### src/rtl/imem_boot_loader_if.sv
// Byte-stream input, instruction-memory write port and core-control outputs of the boot loader.
// The loader connects through the slave modport; the byte source/observer side uses master.
interface imem_boot_loader_if #(
    parameter int ADDR_W = 16
);
    logic              rx_valid;
    logic [7:0]        rx_byte;
    logic              rx_ready;
    logic              imem_we;
    logic [ADDR_W-1:0] imem_addr;
    logic [15:0]       imem_wdata;
    logic              cpu_reset;
    logic              load_done;
    logic              load_error;
    logic [1:0]        error_code;

    modport master (
        output rx_valid,
        output rx_byte,
        input  rx_ready,
        input  imem_we,
        input  imem_addr,
        input  imem_wdata,
        input  cpu_reset,
        input  load_done,
        input  load_error,
        input  error_code
    );

    modport slave (
        input  rx_valid,
        input  rx_byte,
        output rx_ready,
        output imem_we,
        output imem_addr,
        output imem_wdata,
        output cpu_reset,
        output load_done,
        output load_error,
        output error_code
    );
endinterface

### src/rtl/imem_boot_loader.sv
// Boot loader: parses a length-prefixed, XOR-checksummed byte frame into 16-bit imem writes
// and releases the core reset only after the whole image has been written and verified.
module imem_boot_loader #(
    parameter int ADDR_W    = 16,
    parameter int BASE_ADDR = 0,
    parameter int MAX_WORDS = 1024
) (
    input  logic                clk,
    input  logic                reset,
    imem_boot_loader_if.slave   bus
);
    localparam logic [2:0] S_LEN_HI  = 3'd0;
    localparam logic [2:0] S_LEN_LO  = 3'd1;
    localparam logic [2:0] S_DATA_HI = 3'd2;
    localparam logic [2:0] S_DATA_LO = 3'd3;
    localparam logic [2:0] S_CSUM    = 3'd4;
    localparam logic [2:0] S_DONE    = 3'd5;
    localparam logic [2:0] S_ERROR   = 3'd6;

    localparam logic [1:0] E_NONE = 2'b00;
    localparam logic [1:0] E_LEN  = 2'b01;
    localparam logic [1:0] E_CSUM = 2'b10;

    localparam logic [ADDR_W-1:0] BASE  = ADDR_W'(BASE_ADDR);
    localparam logic [31:0]       MAX_W = 32'(MAX_WORDS);

    logic [2:0]        state_q, state_d;
    logic [15:0]       len_q, len_d;
    logic [7:0]        hi_q, hi_d;
    logic [7:0]        xor_q, xor_d;
    logic [ADDR_W:0]   cnt_q, cnt_d;
    logic              we_q, we_d;
    logic [ADDR_W-1:0] addr_q, addr_d;
    logic [15:0]       wdata_q, wdata_d;
    logic              cpu_reset_q, cpu_reset_d;
    logic [1:0]        err_q, err_d;

    logic              ready;
    logic              accept;
    logic              last_word;
    logic [15:0]       len_w;

    always_comb begin
        case (state_q)
            S_LEN_HI, S_LEN_LO, S_DATA_HI, S_DATA_LO, S_CSUM: ready = !reset;
            default:                                          ready = 1'b0;
        endcase
    end

    assign accept    = bus.rx_valid && ready;
    assign len_w     = {len_q[15:8], bus.rx_byte};
    // The counter holds words already written, so the word being completed is the last one
    // when one more write brings it up to the frame length.
    assign last_word = (32'(cnt_q) + 32'd1) == 32'(len_q);

    always_comb begin
        state_d   = state_q;
        len_d     = len_q;
        hi_d      = hi_q;
        xor_d     = xor_q;
        cnt_d     = cnt_q;
        we_d      = 1'b0;
        addr_d    = addr_q;
        wdata_d   = wdata_q;
        err_d     = err_q;

        if (accept) begin
            xor_d = xor_q ^ bus.rx_byte;
            case (state_q)
                S_LEN_HI: begin
                    len_d   = {bus.rx_byte, 8'h00};
                    state_d = S_LEN_LO;
                end
                S_LEN_LO: begin
                    len_d = len_w;
                    if (len_w == 16'd0) begin
                        state_d = S_CSUM;
                    end else if ({16'h0000, len_w} > MAX_W) begin
                        state_d = S_ERROR;
                        err_d   = E_LEN;
                    end else begin
                        state_d = S_DATA_HI;
                    end
                end
                S_DATA_HI: begin
                    hi_d    = bus.rx_byte;
                    state_d = S_DATA_LO;
                end
                S_DATA_LO: begin
                    we_d    = 1'b1;
                    addr_d  = BASE + cnt_q[ADDR_W-1:0];
                    wdata_d = {hi_q, bus.rx_byte};
                    cnt_d   = cnt_q + 1'b1;
                    state_d = last_word ? S_CSUM : S_DATA_HI;
                end
                S_CSUM: begin
                    if (bus.rx_byte == xor_q) begin
                        state_d = S_DONE;
                    end else begin
                        state_d = S_ERROR;
                        err_d   = E_CSUM;
                    end
                end
                default: state_d = state_q;
            endcase
        end

        cpu_reset_d = (state_d != S_DONE);
    end

    always_ff @(posedge clk) begin
        if (reset) begin
            state_q     <= S_LEN_HI;
            len_q       <= '0;
            hi_q        <= '0;
            xor_q       <= '0;
            cnt_q       <= '0;
            we_q        <= 1'b0;
            addr_q      <= BASE;
            wdata_q     <= '0;
            cpu_reset_q <= 1'b1;
            err_q       <= E_NONE;
        end else begin
            state_q     <= state_d;
            len_q       <= len_d;
            hi_q        <= hi_d;
            xor_q       <= xor_d;
            cnt_q       <= cnt_d;
            we_q        <= we_d;
            addr_q      <= addr_d;
            wdata_q     <= wdata_d;
            cpu_reset_q <= cpu_reset_d;
            err_q       <= err_d;
        end
    end

    assign bus.rx_ready   = ready;
    assign bus.imem_we    = we_q;
    assign bus.imem_addr  = addr_q;
    assign bus.imem_wdata = wdata_q;
    assign bus.cpu_reset  = cpu_reset_q;
    assign bus.load_done  = (state_q == S_DONE);
    assign bus.load_error = (state_q == S_ERROR);
    assign bus.error_code = err_q;
endmodule

### src/flat_wrapper.sv
// flat-port wrapper written by rule: the top's interface ports become plain ports
module imem_boot_loader_flat 
#(
    parameter int ADDR_W    = 16,
    parameter int BASE_ADDR = 0,
    parameter int MAX_WORDS = 1024
)
  (clk, reset, bus_rx_valid, bus_rx_byte, bus_rx_ready, bus_imem_we, bus_imem_addr, bus_imem_wdata, bus_cpu_reset, bus_load_done, bus_load_error, bus_error_code);
  imem_boot_loader_if #(.ADDR_W(ADDR_W)) bus_i ();
  input  logic clk;
  input  logic reset;
  input wire logic [$bits(bus_i.rx_valid)-1:0] bus_rx_valid;
  input wire logic [$bits(bus_i.rx_byte)-1:0] bus_rx_byte;
  output wire logic [$bits(bus_i.rx_ready)-1:0] bus_rx_ready;
  output wire logic [$bits(bus_i.imem_we)-1:0] bus_imem_we;
  output wire logic [$bits(bus_i.imem_addr)-1:0] bus_imem_addr;
  output wire logic [$bits(bus_i.imem_wdata)-1:0] bus_imem_wdata;
  output wire logic [$bits(bus_i.cpu_reset)-1:0] bus_cpu_reset;
  output wire logic [$bits(bus_i.load_done)-1:0] bus_load_done;
  output wire logic [$bits(bus_i.load_error)-1:0] bus_load_error;
  output wire logic [$bits(bus_i.error_code)-1:0] bus_error_code;
  assign bus_i.rx_valid = bus_rx_valid;
  assign bus_i.rx_byte = bus_rx_byte;
  assign bus_rx_ready = bus_i.rx_ready;
  assign bus_imem_we = bus_i.imem_we;
  assign bus_imem_addr = bus_i.imem_addr;
  assign bus_imem_wdata = bus_i.imem_wdata;
  assign bus_cpu_reset = bus_i.cpu_reset;
  assign bus_load_done = bus_i.load_done;
  assign bus_load_error = bus_i.load_error;
  assign bus_error_code = bus_i.error_code;
  imem_boot_loader #(.ADDR_W(ADDR_W), .BASE_ADDR(BASE_ADDR), .MAX_WORDS(MAX_WORDS)) u_core (.clk(clk), .reset(reset), .bus(bus_i));
endmodule
### config.mk
export PLATFORM = sky130hd
export DESIGN_NAME = imem_boot_loader_flat
export DESIGN_NICKNAME = d
export VERILOG_FILES = /design/src/rtl/imem_boot_loader_if.sv /design/src/rtl/imem_boot_loader.sv /design/src/flat_wrapper.sv
export SDC_FILE = /design/constraint.sdc
export NUM_CORES = 1
export LEC_CHECK = 0
export CAP_MARGIN = 10
export CORE_ASPECT_RATIO = 1.4
export CORE_MARGIN = 5
export CORE_UTILIZATION = 35
export CTS_CLUSTER_DIAMETER = 150
export DETAILED_ROUTE_END_ITERATION = 16
export PLACE_DENSITY_LB_ADDON = 0.1
export SLEW_MARGIN = 30
export SYNTH_ARGS = -nofsm -noshare
export SYNTH_HDL_FRONTEND = slang
export SYNTH_SLANG_ARGS = --single-unit
### constraint.sdc
create_clock -name clk -period 6.6 [get_ports clk]
set_input_delay 1.32 -clock clk [delete_from_list [all_inputs] [get_ports clk]]
set_output_delay 1.32 -clock clk [all_outputs]
set_load 0.01 [all_outputs]
== Word level (Yosys, flattened, before mapping) ==
Index checks and enable logic that the tools add are counted.

* Bits in registers: 88
* Bits in read-only memories: 0
* Memory bits (writable): 0
* Output and inout bits: 39
* Memories kept: 0
* Bits in latches: 0

* Reductions and logical operators: 13
* Mux-type cells: 13
* Shift operators: 0
* Bitwise logic cells: 3
* $add $sub $neg: 2
* Equality and inequality tests: 12
* $mul: 0
* Divide/modulo/power cells: 0
* Magnitude comparators: 1

{| class="wikitable"
|+ Operator list
! cell !! number
|-
| == test 32 x 16 -> 1 bit || 1
|-
| case mux 16 bit (2 select lines) || 1
|-
| adder 17 x 1 -> 18 bit, second input constant || 1
|-
| adder 17 x 1 -> 17 bit, second input constant || 1
|-
| greater-than comparator 16 x 11 -> 1 bit, second input constant || 1
|-
| logical NOT 16 bit || 1
|-
| case mux 3 bit (5 select lines) || 1
|-
| 2-to-1 mux 3 bit || 4
|-
| == test 3 bit, second input constant || 3
|-
| == test 8 bit || 1
|-
| 2-to-1 mux 2 bit || 4
|-
| XOR 8 bit || 1
|-
| == test 3 x 2 -> 1 bit, second input constant || 2
|-
| AND reduction 2 bit || 3
|-
| AND reduction 5 bit || 1
|-
| OR reduction 5 bit || 1
|-
| != test 2 bit, second input constant || 2
|-
| case mux 2 bit (2 select lines) || 1
|-
| nonzero test 2 bit || 2
|-
| == test 3 x 1 -> 1 bit, second input constant || 1
|-
| logical NOT 3 bit || 1
|-
| != test 3 bit, second input constant || 1
|-
| AND reduction 3 bit || 1
|-
| 2-to-1 mux 1 bit || 2
|-
| 5 further kinds || 6
|}

== Longest topological paths before layout ==
* Depth after elaboration: 6
* Depth in mapped cells: 8
* Depth with buffers taken out: 7

== Worst setup path after synthesis ==
OpenSTA, ideal clock, no wires.

* Path kind: input port to output port
* Start: in reset
* End: out bus_rx_ready
* Arrival: 2191 ps
* Path slack: 3089 ps
* Stages: 4
* Buffers on the path: 3
* Required time: 5280 ps
* Cell sequence: clkbuf_1 clkbuf_1 buf_1 nor2_1

* Cells in the longest elaborated chain, start to end: 2

{| class="wikitable"
|+ Ends and longest elaborated chain
! element !! line !! RTL
|-
| from (decl) || flat_wrapper.sv:11 || <nowiki>input logic reset;</nowiki>
|-
| logical NOT 1 bit || imem_boot_loader.sv:45 || <nowiki>S_LEN_HI, S_LEN_LO, S_DATA_HI, S_DATA_LO, S_CSUM: ready = !reset;</nowiki>
|-
| 2-to-1 mux 1 bit || imem_boot_loader.sv:44 || <nowiki>case (state_q)</nowiki>
|-
| to (decl) || flat_wrapper.sv:14 || <nowiki>output wire logic [$bits(bus_i.rx_ready)-1:0] bus_rx_ready;</nowiki>
|}

Every way passes these cells.

== Worst setup path in the final report ==
Ends and elaborated chain as after synthesis.

==> impl_metrics.sql <==
INSERT INTO impl_metrics (metric_group, metric, value, unit) VALUES
('clocking', 'tritoncts_num_sinks', '88', ''),
('critical_path', 'critical_path_peak_fanout', '87', ''),
('sta', 'report.final.setup_viol', '0', ''),
('sta', 'grt_setup_unrepaired', 'no', ''),
('floorplan', 'placement_rows', '47', ''),
('floorplan', 'die_area', '14300', 'µm²'),
('run_status', 'result_of_the_run', 'finished, final reports clean', ''),
('placed_design', 'dp_slack', '2.49', 'ns'),
('placed_design', 'place.port_buffers', '49', ''),
('floorplan', 'die_width', '102', 'µm'),
('sta', 'finalHoldViolCount', '0', ''),
('final_layout', 'finish.cell_count_without_fillers', '686', ''),
('sta', 'worst_slack', '2.50', 'ns'),
('floorplan', 'floorplan.die.height', '139', 'µm'),
('final_layout', 'area_delta_synth_final', '19.9', '%'),
('grt', 'all_layer_gr_usage', '0.154', ''),
('sta', 'worst-slew-pin-transition', '0.903', 'ns'),
('clocking', 'holdBufCountCts', '0', ''),
('placed_design', 'globalplace.congestion', '0.846', ''),
('placed_design', 'post-place-cells', '670', ''),
('placed_design', 'dp_hpwl', '6.95', 'mm'),
('clocking', 'ctsHtreeMaxLevel', '3', ''),
('grt', 'grt_remaining_overflow', '0', ''),
('routing', 'finalWirelength', '10.2', 'mm'),
('grt', 'maximum_number_of_pins_on_one_net_before_global_route_repair', '88', ''),
('floorplan', 'total_i_o_pin_count', '50', ''),
('critical_path', 'critical_path.startpoint_type', 'input pin', ''),
('final_layout', 'final_layout_size_suffix_gt1_frac', '0.0612', ''),
('grt', 'number_of_global_route_vias_before_repair', '3438', ''),
('floorplan', 'fp.coreArea', '11800', 'µm²'),
('routing', 'drt_iter0_markers', '127', ''),
('clocking', 'cts.path.max_buffers', '2', ''),
('logic_synthesis', 'synth_flop_cell', 'dfxtp_1', ''),
('critical_path', 'worstPathArrival', '2.78', 'ns'),
('logic_synthesis', 'count_of_flip_flops_with_a_built_in_enable_after_synthesis', '0', ''),
('sta', 'skew', '0.00935', 'ns'),
('sta', 'finalCritPeriodShare', '0.621', ''),
('sta', 'timing.slew.headroom', '0.398', ''),
('critical_path', 'timing.critical_path.cells', 'buf_2 > buf_4 > nor2_1 > clkdlybuf4s50_1', ''),
('routing', 'post_drt_wl_per_cell', '14.9', 'µm'),
('clocking', 'clock_input_transition_at_the_sequential_cells_of_the_worst_setup_and_hold_paths', '0.06', 'ns'),
('power_and_ir_drop', 'cellLeakagePower', '0.00175', 'µW'),
('logic_synthesis', 'netlist_area', '4180', 'µm²'),
('critical_path', 'worst_path_largest_cell_delay', '0.68', 'ns'),
('floorplan', 'initial_utilization', '0.355', ''),
('critical_path', 'critPathBufInv', '3', ''),
('clocking', 'cts_post_setup_buffers_inserted', '0', ''),
('clocking', 'worst_skew_pair_latency', '0.34', 'ns'),
('grt', 'grt_antenna_before_repair', '0', ''),
('routing', 'vias', '3489', ''),
('sta', 'setup_tns', '0', 'ns'),
('routing', 'antenna_left', '0', ''),
('logic_synthesis', 'syn_avg_cell_area', '8.11', 'µm²'),
('logic_synthesis', 'synth.net_count', '527', ''),
('power_and_ir_drop', 'max-vdd-ir-drop', '0.136', 'mV'),
('critical_path', 'critical_path.top_delay_family', 'buffers and inverters', ''),
('logic_synthesis', 'yosysUniqueCellTypes', '51', ''),
('routing', 'drtPass1Iterations', '4', ''),
('logic_synthesis', 'synth.ff_latch_count', '88', ''),
('critical_path', 'worst-endpoint-required', '5.28', 'ns'),
('clocking', 'cts_root_buffer', 'clkbuf_16', ''),
('logic_synthesis', 'synth_cells', '515', ''),
('clocking', 'cts_inserted_buffers', '9', ''),
('clocking', 'ctsResizeCount', '0', ''),
('grt', 'global_route_wire_length_before_repair', '17.4', 'mm'),
('critical_path', 'timing.setup.critical_path_class', 'input pin to output pin', ''),
('routing', 'detail_route.drc_violations', '0', ''),
('sta', 'final_slew_viol_count', '0', ''),
('final_layout', 'diodes', '0', ''),
('routing', 'post_drt_via_cell_ratio', '5.09', ''),
('flow_run', 'drv.max_cap_violation_count', '0', ''),
('clocking', 'tritoncts', 'done', ''),
('sta', 'max_clock_freq', '0.244', 'GHz'),
('logic_synthesis', 'synth.yosys.seq_area_share', '0.422', ''),
('critical_path', 'endpoint_kind', 'output pin', ''),
('critical_path', 'critical_path_cell_with_the_highest_stage_delay', 'buf_4', ''),
('logic_synthesis', 'synth-async-reset-ratio', '0', ''),
('final_layout', 'finalNetCount', '546', ''),
('logic_synthesis', 'synth.yosys.warnings', '0', ''),
('hold_path', 'worstHoldPathType', 'register to register', ''),
('power_and_ir_drop', 'power.density', '241', 'nW/µm²'),
('sta', 'layout_min_cycle_time', '4.10', 'ns');
cell usage in the layout, fill, tap and decap left out, types with 2 or more instances in the layout:
cell type / instances
a211o_1: 3
a21oi_1: 48
a22oi_1: 9
and3_1: 3
buf_4: 4
bufinv_16: 3
clkbuf_16: 9
clkdlybuf4s50_1: 48
dfxtp_1: 88
inv_1: 7
mux2_2: 2
mux2i_1: 8
nand2_1: 102
nand2b_1: 4
nand3_1: 12
nand4_1: 4
nand4_4: 2
nor2_1: 59
nor3_1: 6
nor3b_1: 4
nor4_1: 9
nor4_4: 2
o211ai_1: 2
o21ai_0: 14
o221ai_1: 2
o31ai_1: 2
or3_1: 4
or4_1: 2
xnor2_1: 19
xor2_1: 33
flip-flops by register name, summed over array words and instances (netlist names):
name                   cells
u_core.bus.cpu_reset       1
u_core.bus.imem_wdata     16
u_core.bus.imem_we         1
u_core.bus.imem_addr      16
u_core.len_q              16
u_core.state_q             3
u_core.bus.error_code      2
u_core.cnt_q              17
u_core.hi_q                8
u_core.xor_q               8
layer usage:
metal,share of wire,GRT usage
met5,0,0
met4,0.023,0.0760
met3,0.029,0.0315
met2,0.51,0.258
met1,0.44,0.183
path summary, 6_finish.rpt:
path | end | slack [ns] | cells past startpoint | startpoint
worst min-delay path | u_core.bus.imem_wdata[0]$_SDFFE_PP0P_ | 0.45 | 2 | u_core.bus.imem_wdata[0]$_SDFFE_PP0P_
worst max register to register | u_core.bus.cpu_reset$_SDFF_PP1_ | 3.39 | 7 | u_core.cnt_q[0]$_SDFFE_PP0P_
worst max-delay path | bus_rx_ready | 2.50 | 4 | reset
worst min register to register | u_core.bus.imem_wdata[0]$_SDFFE_PP0P_ | 0.45 | 2 | u_core.bus.imem_wdata[0]$_SDFFE_PP0P_
cell type report:
type	count	area, µm²
Timing Repair Buffer	53	515
Sequential cell	88	1760
Clock buffer	11	243
Inverter	7	26.3
Multi-Input combinational cell	375	2180
Tap cell	147	184
Fill cell	1207	6750
Clock inverter	5	104
logic make-up (layout without fill, tap and decap cells):
family	Yosys count	in the layout	share of synthesized area
AND/OR/NAND/NOR	223	223	0.257
multiplexers	10	10	0.0246
XOR/XNOR	52	52	0.109
AO/OA/AOI/OAI	89	89	0.127
flip-flops	88	88	0.422
buffers and inverters	52	76	0.0575
adder cells (fa/ha/maj)	1	1	0.00299
power breakdown:
part,switching (µW),internal [µW]
sequential,10.5,540
combinational,41.8,27.6
clock,206,380
metrics by stage:
step | utilization | instance area [µm²] | hold slack [ns] | power [µW]
6_report | 0.426 | 5010 | 0.452 | 1210
5_1_grt | 0.426 | 5010 | 0.469 | 1260
4_1_cts | 0.426 | 5010 | 0.456 | 1220
3_5_place_dp | 0.396 | 4660 | 0.447 | 632
3_3_place_gp | 0.396 | 4660 | 0.440 | 631
2_1_floorplan | - | 4180 | 0.431 | 610
worst register-to-register path: stages (launching register included):
cell and delay, ns:
dfxtp_1 0.58, ha_1 0.48, nand3_4 0.19, or3_1 0.41
a2111oi_2 0.55, nand4_1 0.14, or4_1 0.46, a211o_1 0.30
cell usage after synthesis (4+ instances only):
master	number	area [µm²]
nand2_1	102	383
dfxtp_1	88	1760
nor2_1	59	221
a21oi_1	48	240
xor2_1	33	289
clkbuf_1	28	105
xnor2_1	19	166
o21ai_0	14	70.1
nand3_1	12	60.1
a22oi_1	9	67.6
nor4_1	9	56.3
mux2i_1	8	80.1
inv_1	7	26.3
buf_2	6	30.0
nor3_1	6	30.0
buf_1	4	15.0
buf_4	4	30.0
nand2b_1	4	25.0
nand4_1	4	25.0
nor3b_1	4	30.0
or3_1	4	25.0
(Power assumes the default switching activity.)
==> patch 1, RTL diff (same flow settings) <==
`ADDR_W` is set to 16 in 3 places; all go to 18.
--- a/src/rtl/imem_boot_loader_if.sv
+++ b/src/rtl/imem_boot_loader_if.sv
@@ -2,5 +2,5 @@
 // The loader connects through the slave modport; the byte source/observer side uses master.
 interface imem_boot_loader_if #(
-    parameter int ADDR_W = 16
+    parameter int ADDR_W = 18
 );
     logic              rx_valid;
--- a/src/rtl/imem_boot_loader.sv
+++ b/src/rtl/imem_boot_loader.sv
@@ -2,5 +2,5 @@
 // and releases the core reset only after the whole image has been written and verified.
 module imem_boot_loader #(
-    parameter int ADDR_W    = 16,
+    parameter int ADDR_W    = 18,
     parameter int BASE_ADDR = 0,
     parameter int MAX_WORDS = 1024
--- a/src/flat_wrapper.sv
+++ b/src/flat_wrapper.sv
@@ -2,5 +2,5 @@
 module imem_boot_loader_flat 
 #(
-    parameter int ADDR_W    = 16,
+    parameter int ADDR_W    = 18,
     parameter int BASE_ADDR = 0,
     parameter int MAX_WORDS = 1024
Interface: changed (resized bus_imem_addr); port bits go from 50 to 52. The function was not compared with the original's and may differ.
==> patch 1 against the unedited design <==
  * Sequential cell count rose by 4
  * Largest power group is now registers
  * Synthesized area rose by 3.8%
  * Critical endpoint unchanged
  * Register-to-register slack got worse by 70 ps
  * Critical path depth did not move
  * Setup slack got worse by 100 ps
  * Cell area rose by 1.9%
  * Critical path type unchanged
  * Wire length rose by 3.5%
  * Highest routed layer unchanged
  * Total power fell by 1.2%
==> patch 1: results <==
group,metric,value,unit
grt,track_usage,14.75,%
synthesis,synth_cells,541,
grt,grt_max_degree,92,
min_path,worstHoldEndpoint,"u_core.bus.imem_addr[10]",
power_and_ir_drop,p_leak,1.762,nW
drt,routed.top_layer,"met4",
synthesis,yosysUniqueCellTypes,54,
drt,vias,3601,
power_and_ir_drop,ir_drop,113.6,µV
synthesis,synth_compound_area_share,12.84,%
placement,dp_worst_setup_slack,2228,ps
min_path,hold_start,"u_core.bus.imem_addr[10]",
synthesis,seq_area_frac_synth,42.46,%
setup_path,r2r_slack,3320,ps
sta,maxSlewHeadroom,36.95,%
drt,dr_wl_met3,505,µm
placement,gp_routability_congestion,0.7885,
setup_path,arrival,2880,ps
placement,hpwl,7.151,mm
sta,period_share,63.65,%
power_and_ir_drop,seqPwrFrac,48.6,%
synthesis,ys_top_cells_by_count,"114 x nand2_1, 92 x dfxtp_1, 64 x a21oi_1",
sta,fin_hold_ws,451.9,ps
finish,nets,570,
setup_path,timing.rr.end,"u_core.state_q[2]",
setup_path,path_max_fanout,91,
drt,routed-wl-met2,5.143,mm
setup_path,crit_path_start,"reset",
drt,via_per_inst,5.058,
sta,finClkSkew,4.651,ps
drt,drt-met1-wl,4.539,mm
finish,final_layout_size_suffix_gt1_share,5.338,%
placement,placedInstanceArea,4801,µm²
placement,port_buffers,51,
power_and_ir_drop,p_int,0.9224,mW
drt,first_iter_violations,124,
grt,met3_usage,3.459,%
grt,grt_pass1_vias,3471,
synthesis,synth_fa_ha_area_share,0.2884,%
grt,met1_usage,17.69,%
cts,cts_resized,0,
cts,clk_path_buf_depth,2,
synthesis,synth_area_leaders,"dfxtp_1 42%, nand2_1 9.9%, a21oi_1 7.4%, xor2_1 5.0%, xnor2_1 4.4%",
finish,largest_register_ffs,19,
synthesis,synth_xor_area_share,9.489,%
grt,met2_usage,24.63,%
power_and_ir_drop,power.share.clock,44.3,%
setup_path,r2r_cells,8,
run_status,status,"finished clean",
power_and_ir_drop,power,1.192,mW
grt,grt_pass1_wl,17.91,mm
placement,dp.cells,697,
drt,wl_per_cell,14.84,µm
==> patch 1: cell count changes after synthesis, sizes merged, moves of 7 or more <==
| cell | before | now |
|---|---|---|
| nor2 | 59 | 38 |
| a21oi | 48 | 64 |
| nand2 | 103 | 115 |
| a22oi | 9 | 0 |
| nor3 | 6 | 15 |
| nand3 | 13 | 21 |
| xor2 | 33 | 25 |
| clkbuf | 28 | 35 |
==> patch 1: layout make-up <==
cell class              instances  area (µm²)
clock buffers                  14       274.0
well taps                     150       187.7
clock inverters                 1       30.03
repair buffers                 53       520.5
fillers                      1302        7147
inverters                       4       15.01
multi-input cells             398        2236
flip-flops and latches         92        1842
==> patch 1: logic make-up (layout without fill, tap and decap cells) <==
kind of cell,Yosys count,after routing
DFF,92,92
adders and majority gates,1,1
and+or+nand+nor,239,239
xor gates and xnor gates,47,47
muxes,11,11
AOI/OAI and AO/OA,100,100
buffers and inverters,51,72
==> patch 1: critical path, cell delays in order <==
cell and delay, ps:
buf_2 90, buf_4 700, nor2_1 170, clkdlybuf4s50_1 530
==> patch 2, RTL diff (same flow settings) <==
Made on the original files. Register the output `bus.load_error`; this adds one clock of latency there.
--- a/src/rtl/imem_boot_loader.sv
+++ b/src/rtl/imem_boot_loader.sv
@@ -141,5 +141,7 @@
     assign bus.cpu_reset  = cpu_reset_q;
     assign bus.load_done  = (state_q == S_DONE);
-    assign bus.load_error = (state_q == S_ERROR);
+    always_ff @(posedge clk) begin
+        bus.load_error <= (state_q == S_ERROR);
+    end
     assign bus.error_code = err_q;
 endmodule
Behaviour: not the same (a bounded check fails within 4 cycles, from zero or initial values and one cycle with reset high).
==> patch 2 against the unedited design <==
  * Die area decreased by 1.6%
  * Register-to-register slack improved by 230 ps
  * Synthesized area decreased by 1.8%
  * Sequential power increased by 0.9%
  * Total power decreased by 4.6%
  * Combinational power decreased by 11%
  * Sequential cell count increased by 1
  * Count of clock-buffer cells in the layout decreased by 1
  * Cell area decreased by 2.1%
  * Global-route usage decreased by 0.42 points
  * Setup slack improved by 19 ps
  * Wire length decreased by 0.36%
  * Cell count decreased by 0.44%
  * Critical path type unchanged
==> patch 2: results <==
group,metric,value,unit
run_status,status,"finished clean",
synthesis,ys_top_cells_by_count,"106 x nand2_1, 89 x dfxtp_1, 57 x a21oi_1",
setup_path,slowest_delay,700,ps
sta,finClkSkew,9.794,ps
grt,track_usage,14.95,%
synthesis,yosysUniqueCellTypes,46,
sta,period_share,61.78,%
placement,dp.cells,667,
synthesis,synth_fa_ha_area_share,0.3049,%
synthesis,synth_mux_area_share,2.439,%
finish,final_layout_size_suffix_gt1_share,4.267,%
synthesis,seq_area_frac_synth,43.41,%
grt,grt_max_degree,89,
setup_path,path_max_fanout,88,
sta,fin_hold_ws,452.7,ps
grt,grt_pass1_vias,3410,
setup_path,r2r_slack,3620,ps
sta,maxSlewHeadroom,40.56,%
grt,grt_pass1_wl,16.83,mm
drt,first_iter_violations,109,
drt,via_per_inst,5.152,
synthesis,synth_xor_area_share,9.817,%
placement,hpwl,6.782,mm
power_and_ir_drop,p_leak,1.709,nW
power_and_ir_drop,ir_drop,119.4,µV
placement,dp_worst_setup_slack,2442,ps
drt,wirelength,10.17,mm
placement,gp_routability_congestion,0.8101,
drt,wl_per_cell,14.88,µm
synthesis,synth_top_area_share,43.41,%
cts,clk_pin_slew_worst_paths,60,ps
placement,placedInstanceArea,4594,µm²
synthesis,synth_area_leaders,"dfxtp_1 43%, nand2_1 9.7%, a21oi_1 7.0%, xor2_1 6.4%, nor2_1 4.0%",
synthesis,synth_cells,517,
patch 2: changes by cell type after synthesis, sizes merged, moves of 7 or more:
cell,unedited run,this run
a21oi,48,57
nor2,59,44
nand3,13,20
a22oi,9,0
patch 2: worst paths after layout:
check,start,endpoint,cells past startpoint
setup reg to reg,u_core.cnt_q[0],u_core.bus.cpu_reset,8
hold reg to reg,u_core.bus.imem_addr[4],u_core.bus.imem_addr[4],2
hold / removal,u_core.bus.imem_addr[4],u_core.bus.imem_addr[4],2
setup / recovery,reset,bus_rx_ready,4
patch 2: where the power goes:
group / internal (mW) / leakage (nW) / switching [mW]
Sequential: 0.545 / 0.719 / 0.0108
Combinational: 0.0242 / 0.840 / 0.0380
Clock: 0.308 / 0.150 / 0.224
patch 2: final cells by class:
type | count | area, µm² | share of cell area, %
clock inverters | 6 | 72.57 | 1.479
multi-input cells | 376 | 2106 | 42.92
repair buffers | 51 | 500.5 | 10.20
flip-flops and latches | 89 | 1782 | 36.32
well taps | 144 | 180.2 | 3.673
clock buffers | 10 | 239.0 | 4.871
inverters | 7 | 26.28 | 0.5356
patch 2: worst register-to-register path, stage by stage, from the launching register on:
cell and delay [ps]:
dfxtp_1 500, ha_1 350, and3_1 280, nand4_1 170, a211o_1 320, a2111o_1 450, a2111oi_4 400, a311oi_1 170
nand3b_1 220
patch 2: routing by layer:
metal / up-vias / share of wire, % / track usage, %
met5: - / 0 / 0
met4: 0 / 2.7 / 7.213
met3: 19 / 3.7 / 3.070
met2: 66 / 51 / 24.86
met1: 1649 / 43 / 18.06
li1: 1785 / - / -
patch 2: logic make-up after synthesis:
family / Yosys count
mux: 10
buf+inv: 52
simple gates: 225
flops: 89
fa+ha+maj: 1
xor+xnor: 46
compound gates: 94
